[config.mk]
export PLATFORM = sky130hd
export DESIGN_NAME = wb_arbiter_flat
export DESIGN_NICKNAME = d
export VERILOG_FILES = /design/src/rtl/wb_arbiter_if.sv /design/src/rtl/wb_arbiter.sv /design/src/flat_wrapper.sv
export SDC_FILE = /design/constraint.sdc
export NUM_CORES = 1
export LEC_CHECK = 0
export ABC_AREA = 1
export CORE_MARGIN = 2
export CORE_UTILIZATION = 40
export DETAILED_ROUTE_END_ITERATION = 8
export GPL_ROUTABILITY_DRIVEN = 0
export PLACE_DENSITY = 0.84
export SETUP_SLACK_MARGIN = 0.1
export SYNTH_ARGS = -nofsm -noshare
export SYNTH_HDL_FRONTEND = slang
export SYNTH_SLANG_ARGS = --single-unit
[constraint.sdc]
create_clock -name clk -period 2.7 [get_ports clk]
set_input_delay 0.27 -clock clk [delete_from_list [all_inputs] [get_ports clk]]
set_output_delay 0.27 -clock clk [all_outputs]
set_load 0.02 [all_outputs]
[src/rtl/wb_arbiter_if.sv]
// wb_arbiter_if: bundles the two write-back requesters and the register-file
// write port of wb_arbiter. The master modport is the requester/register-file
// side, the slave modport is the arbiter itself.
interface wb_arbiter_if #(
    parameter int addr_width = 5,
    parameter int data_width = 32
);
    logic                  a_valid;
    logic [addr_width-1:0] a_addr;
    logic [data_width-1:0] a_data;
    logic                  a_ready;
    logic                  b_valid;
    logic [addr_width-1:0] b_addr;
    logic [data_width-1:0] b_data;
    logic                  b_ready;
    logic [addr_width-1:0] wr_addr;
    logic [data_width-1:0] wr_data;
    logic                  wr_back_en;
    logic [7:0]            x0_drops;

    modport master (
        output a_valid, a_addr, a_data,
        output b_valid, b_addr, b_data,
        input  a_ready, b_ready,
        input  wr_addr, wr_data, wr_back_en, x0_drops
    );

    modport slave (
        input  a_valid, a_addr, a_data,
        input  b_valid, b_addr, b_data,
        output a_ready, b_ready,
        output wr_addr, wr_data, wr_back_en, x0_drops
    );
endinterface

[src/rtl/wb_arbiter.sv]
// wb_arbiter: two-requester write-back arbiter (A = ALU, B = load unit) in
// front of a single register-file write port. Grants are combinational, the
// accepted write appears on the write port one cycle later. Writes to
// register 0 are accepted but discarded and counted in a saturating counter.
// Configuration macro WB_ARB_RR_EN: defined -> ties resolved round-robin
// against last_grant; undefined -> B always wins ties.
module wb_arbiter #(
    parameter int addr_width = 5,
    parameter int data_width = 32
) (
    input  logic         clk,
    input  logic         rst,
    wb_arbiter_if.slave  bus
);
    typedef enum logic [1:0] {
        IDLE = 2'd0,
        WR_A = 2'd1,
        WR_B = 2'd2
    } state_t;

    localparam logic LG_A = 1'b0;
    localparam logic LG_B = 1'b1;

    state_t                r_state;
    state_t                w_next_state;
    logic                  r_last_grant;
    logic [addr_width-1:0] r_wr_addr;
    logic [data_width-1:0] r_wr_data;
    logic [7:0]            r_x0_drops;

    logic                  w_tie_a_wins;
    logic                  w_grant_a;
    logic                  w_grant_b;
    logic                  w_xfer;
    logic [addr_width-1:0] w_xfer_addr;
    logic [data_width-1:0] w_xfer_data;
    logic                  w_xfer_x0;

    // Counter increment that sticks at all-ones instead of wrapping.
    function automatic logic [7:0] sat_inc8(input logic [7:0] v);
        if (v == 8'hFF) begin
            return 8'hFF;
        end else begin
            return v + 8'd1;
        end
    endfunction

`ifdef WB_ARB_RR_EN
    // Round-robin: on a tie the requester that did not win last time goes.
    assign w_tie_a_wins = (r_last_grant == LG_B);
`else
    // Fixed priority: the load unit always wins a tie. last_grant is still
    // tracked so both builds keep the same state, it just never decides here.
    assign w_tie_a_wins = r_last_grant & 1'b0;
`endif

    // Grant selection; nobody is granted while reset is asserted.
    always_comb begin
        w_grant_a = 1'b0;
        w_grant_b = 1'b0;
        if (rst) begin
            w_grant_a = 1'b0;
            w_grant_b = 1'b0;
        end else if (bus.a_valid && bus.b_valid) begin
            if (w_tie_a_wins) begin
                w_grant_a = 1'b1;
            end else begin
                w_grant_b = 1'b1;
            end
        end else if (bus.a_valid) begin
            w_grant_a = 1'b1;
        end else if (bus.b_valid) begin
            w_grant_b = 1'b1;
        end else begin
            w_grant_a = 1'b0;
            w_grant_b = 1'b0;
        end
    end

    // Mux the granted requester's payload and classify the transfer.
    always_comb begin
        w_xfer      = w_grant_a | w_grant_b;
        w_xfer_addr = '0;
        w_xfer_data = '0;
        if (w_grant_a) begin
            w_xfer_addr = bus.a_addr;
            w_xfer_data = bus.a_data;
        end else if (w_grant_b) begin
            w_xfer_addr = bus.b_addr;
            w_xfer_data = bus.b_data;
        end else begin
            w_xfer_addr = '0;
            w_xfer_data = '0;
        end
        w_xfer_x0 = w_xfer && (w_xfer_addr == '0);
    end

    // Next state: which requester (if any) issued a real write this cycle.
    always_comb begin
        w_next_state = IDLE;
        case (1'b1)
            (w_grant_a && !w_xfer_x0): w_next_state = WR_A;
            (w_grant_b && !w_xfer_x0): w_next_state = WR_B;
            default:                   w_next_state = IDLE;
        endcase
    end

    // FSM state register.
    always_ff @(posedge clk) begin
        if (rst) begin
            r_state <= IDLE;
        end else begin
            r_state <= w_next_state;
        end
    end

    // Write-port payload, arbitration pointer and register-0 drop counter.
    always_ff @(posedge clk) begin
        if (rst) begin
            r_wr_addr    <= '0;
            r_wr_data    <= '0;
            r_x0_drops   <= 8'd0;
            r_last_grant <= LG_B;
        end else begin
            if (w_xfer) begin
                r_last_grant <= w_grant_a ? LG_A : LG_B;
            end else begin
                r_last_grant <= r_last_grant;
            end
            if (w_xfer_x0) begin
                r_x0_drops <= sat_inc8(r_x0_drops);
            end else begin
                r_x0_drops <= r_x0_drops;
            end
            // Dropped and idle cycles leave the last real write on the port.
            if (w_xfer && !w_xfer_x0) begin
                r_wr_addr <= w_xfer_addr;
                r_wr_data <= w_xfer_data;
            end else begin
                r_wr_addr <= r_wr_addr;
                r_wr_data <= r_wr_data;
            end
        end
    end

    assign bus.a_ready    = w_grant_a;
    assign bus.b_ready    = w_grant_b;
    assign bus.wr_addr    = r_wr_addr;
    assign bus.wr_data    = r_wr_data;
    assign bus.x0_drops   = r_x0_drops;
    assign bus.wr_back_en = (r_state != IDLE);
endmodule

[src/flat_wrapper.sv]
// flat-port wrapper written by rule: the top's interface ports become plain ports
module wb_arbiter_flat 
#(
    parameter int addr_width = 5,
    parameter int data_width = 32
)
  (clk, rst, bus_a_valid, bus_a_addr, bus_a_data, bus_b_valid, bus_b_addr, bus_b_data, bus_a_ready, bus_b_ready, bus_wr_addr, bus_wr_data, bus_wr_back_en, bus_x0_drops);
  wb_arbiter_if #(.addr_width(addr_width), .data_width(data_width)) bus_i ();
  input  logic clk;
  input  logic rst;
  input wire logic [$bits(bus_i.a_valid)-1:0] bus_a_valid;
  input wire logic [$bits(bus_i.a_addr)-1:0] bus_a_addr;
  input wire logic [$bits(bus_i.a_data)-1:0] bus_a_data;
  input wire logic [$bits(bus_i.b_valid)-1:0] bus_b_valid;
  input wire logic [$bits(bus_i.b_addr)-1:0] bus_b_addr;
  input wire logic [$bits(bus_i.b_data)-1:0] bus_b_data;
  output wire logic [$bits(bus_i.a_ready)-1:0] bus_a_ready;
  output wire logic [$bits(bus_i.b_ready)-1:0] bus_b_ready;
  output wire logic [$bits(bus_i.wr_addr)-1:0] bus_wr_addr;
  output wire logic [$bits(bus_i.wr_data)-1:0] bus_wr_data;
  output wire logic [$bits(bus_i.wr_back_en)-1:0] bus_wr_back_en;
  output wire logic [$bits(bus_i.x0_drops)-1:0] bus_x0_drops;
  assign bus_i.a_valid = bus_a_valid;
  assign bus_i.a_addr = bus_a_addr;
  assign bus_i.a_data = bus_a_data;
  assign bus_i.b_valid = bus_b_valid;
  assign bus_i.b_addr = bus_b_addr;
  assign bus_i.b_data = bus_b_data;
  assign bus_a_ready = bus_i.a_ready;
  assign bus_b_ready = bus_i.b_ready;
  assign bus_wr_addr = bus_i.wr_addr;
  assign bus_wr_data = bus_i.wr_data;
  assign bus_wr_back_en = bus_i.wr_back_en;
  assign bus_x0_drops = bus_i.x0_drops;
  wb_arbiter #(.addr_width(addr_width), .data_width(data_width)) u_core (.clk(clk), .rst(rst), .bus(bus_i));
endmodule
==> metrics.cfg <==
[run_status]
status=finished, final reports clean

[worst_setup_path]
ff2ff_path_depth=8
path_buf_inv=4
reg2reg_from=u_core.bus.x0_drops[1]
cp.arrival_ns=2.12
slowest_delay_ns=0.67
path_cells=clkdlybuf4s50_1 -> nand2_2 -> inv_2 -> buf_4 -> clkdlybuf4s50_1
cp-end-kind=output port
path_class=in -> out
crit_family=buffers and inverters
rrSetupSlack_ns=0.94
slowest_stage=clkdlybuf4s50_1
timing.critical_path.mode_cell=clkdlybuf4s50_1
required_ns=2.43
r2r-end=u_core.bus.x0_drops[1]
cp_max_fo=31
start_kind=input pin

[pwr]
p_per_area_nw_per_um2=484
ir_worst_vdd_uv=313
leakage_nw=1.31

[sta]
tns_ns=0
fin_worst_skew_ns=0.00173
setup_viol=0
tightest_slew_ns=0.646
fmax_ghz=0.418
layout_min_cycle_time_ns=2.39
min_period_over_period=0.886
hold_viol=0
slew_headroom=0.566
slew_violations=0
grt_setup_unrepaired=no
hold_ws_ns=0.485

[synthesis]
synth_fp_nets=348
syn_area_per_cell_um2=7.93
netlist_area_um2=2130
synth_cell_type_count=24
synthCells=269
ys_ff_latch=47
synthFlopType=dfxtp_1
synth_top_area_cell=dfxtp_1
synthArstFlopShare=0
synth_top_cell_area_share=0.441
synth_area_leaders=dfxtp_1, a22oi_1, a21oi_1, o21ai_0, nand2_1
synth.most_common_cell=dfxtp_1
ys_seq_area_frac=0.441
synth_edf_count=0
ys_warn_count=0
ys_top_cells_by_count=dfxtp_1, a21oi_1, nand2_1

[route]
ant_nets=0
firstDrtPassIters=4
post_drt_wl_per_cell_um=14.1
drt_iter0_markers=120
drcViolationCount=0
routed_wl_um=6490
vias_per_cell=5.20
vias=2385

[global_route]
grt_pass1_wl_um=10800
grt_pass1_vias=2383
grt-ovfl-total=0
grt_usage=0.220
antenna_found_initial=0
grt_max_degree=68

[worst_hold_path]
hp-start=u_core.bus.wr_addr[3]
hold_class=reg -> reg
min_path_cells=2
holdPathEnd=u_core.bus.wr_addr[3]

[floorplanning]
fp.dieH_um=77.0
io_pins=126
die_area_um2=5930
start_util=0.415
core_area_um2=5140
die_width_um=77.0
row_count=26

[clock_tree]
clock_latency_ns=0.29
cts_max_level=2
cts_buffers=5
post-cts-setup-buffers=0
cts-root-buf=clkbuf_8
cts_buffer_depth=2
cts.sinks=47
clk_pin_slew_worst_paths_ns=0.09
cts_tree=yes
cts_resized=0
holdBufCountCts=0

[cells_and_area]
diodes=0
nNetsFinal=467
drive_gt1_frac=0.0617
area_growth_syn_to_layout_pct=63.4

[flow_run]
maxCapViolCount=0

[placed_design]
dpl.hpwl_um=4810
port_buffers=125

-- metrics by stage --
step                      setup WS (ns)  instance area (um2)  total power, W  std cells  utilization
final                             0.308                 3480         0.00169        459        0.678
after global routing              0.253                 3480         0.00177        459        0.678
after CTS                         0.300                 3480         0.00170        459        0.678
after detailed placement          0.239                 3400         0.00130        451        0.662
after global placement            0.351                 3400         0.00129        451        0.662
after floorplan                    1.11                 2130         0.00104        269            -
-- worst reg2reg max path, stage by stage, from the launching register on --
cell and delay [ns]:
dfxtp_1 0.43, ha_1 0.24, nand2_1 0.07, nor2_1 0.17, nand4_1 0.31, nor2b_1 0.26, nand3_1 0.08, nand2_1 0.06
nor2_1 0.08
-- where the power goes --
group | total (W) | switching [W] | internal, W
logic | 0.000498 | 0.000245 | 0.000253
clock network | 0.000405 | 0.000223 | 0.000182
registers | 0.000785 | 0.0000319 | 0.000753
-- worst max path at each step --
stage                                      start                endpoint  slack, ns  cells after the start
final                                bus_b_valid             bus_b_ready       0.31                      5
after global routing                 bus_b_valid             bus_b_ready       0.25                      5
after CTS                            bus_b_valid             bus_b_ready       0.30                      5
after detailed placement                     rst   u_core.bus.wr_addr[4]       0.24                     11
after global placement               bus_b_valid             bus_b_ready       0.35                      5
after floorplan           u_core.bus.x0_drops[0]  u_core.bus.x0_drops[1]       1.11                      8
-- logic make-up after synthesis --
logic type               Yosys count  share of synthesized area
AO/OA/AOI/OAI                    110                      0.298
XOR/XNOR                           1                    0.00411
adder cells (fa/ha/maj)            1                    0.00587
buffers and inverters             33                     0.0757
flip-flops                        47                      0.441
AND/OR/NAND/NOR                   77                      0.175
-- cell usage in the layout (no fill, tap or decap), drive strengths merged --
master,count
clkinv,1
or2,3
inv,15
nand3b,2
xnor2,1
dfxtp,47
nand2,40
nor2b,1
ha,1
nand3,9
a22oi,32
o21ai,34
a21oi,44
clkbuf,7
nand4,10
buf,5
nor2,12
clkdlybuf4s50,125
-- state kept, by name, summed over array words and instances (netlist names) --
name / count
u_core.bus.x0_drops: 8
u_core.bus.wr_addr: 5
u_core.bus.wr_data: 32
u_core.r_state: 2
-- layout make-up --
type,instances,area [um2]
Fill cell,457,1660
Clock buffer,7,76.3
Clock inverter,1,5.00
Multi-Input combinational cell,189,1030
Inverter,15,56.3
Sequential cell,47,941
Tap cell,70,87.6
Timing Repair Buffer,130,1290
-- routing by layer --
| metal | global-route usage | share of wire | vias up |
|---|---|---|---|
| li1 | - | - | 1195 |
| met1 | 0.258 | 0.41 | 1093 |
| met2 | 0.382 | 0.50 | 91 |
| met3 | 0.0776 | 0.082 | 6 |
| met4 | 0.0571 | 0.0085 | 0 |
| met5 | 0 | 0 | - |
Power figures use the tool's default switching activity.
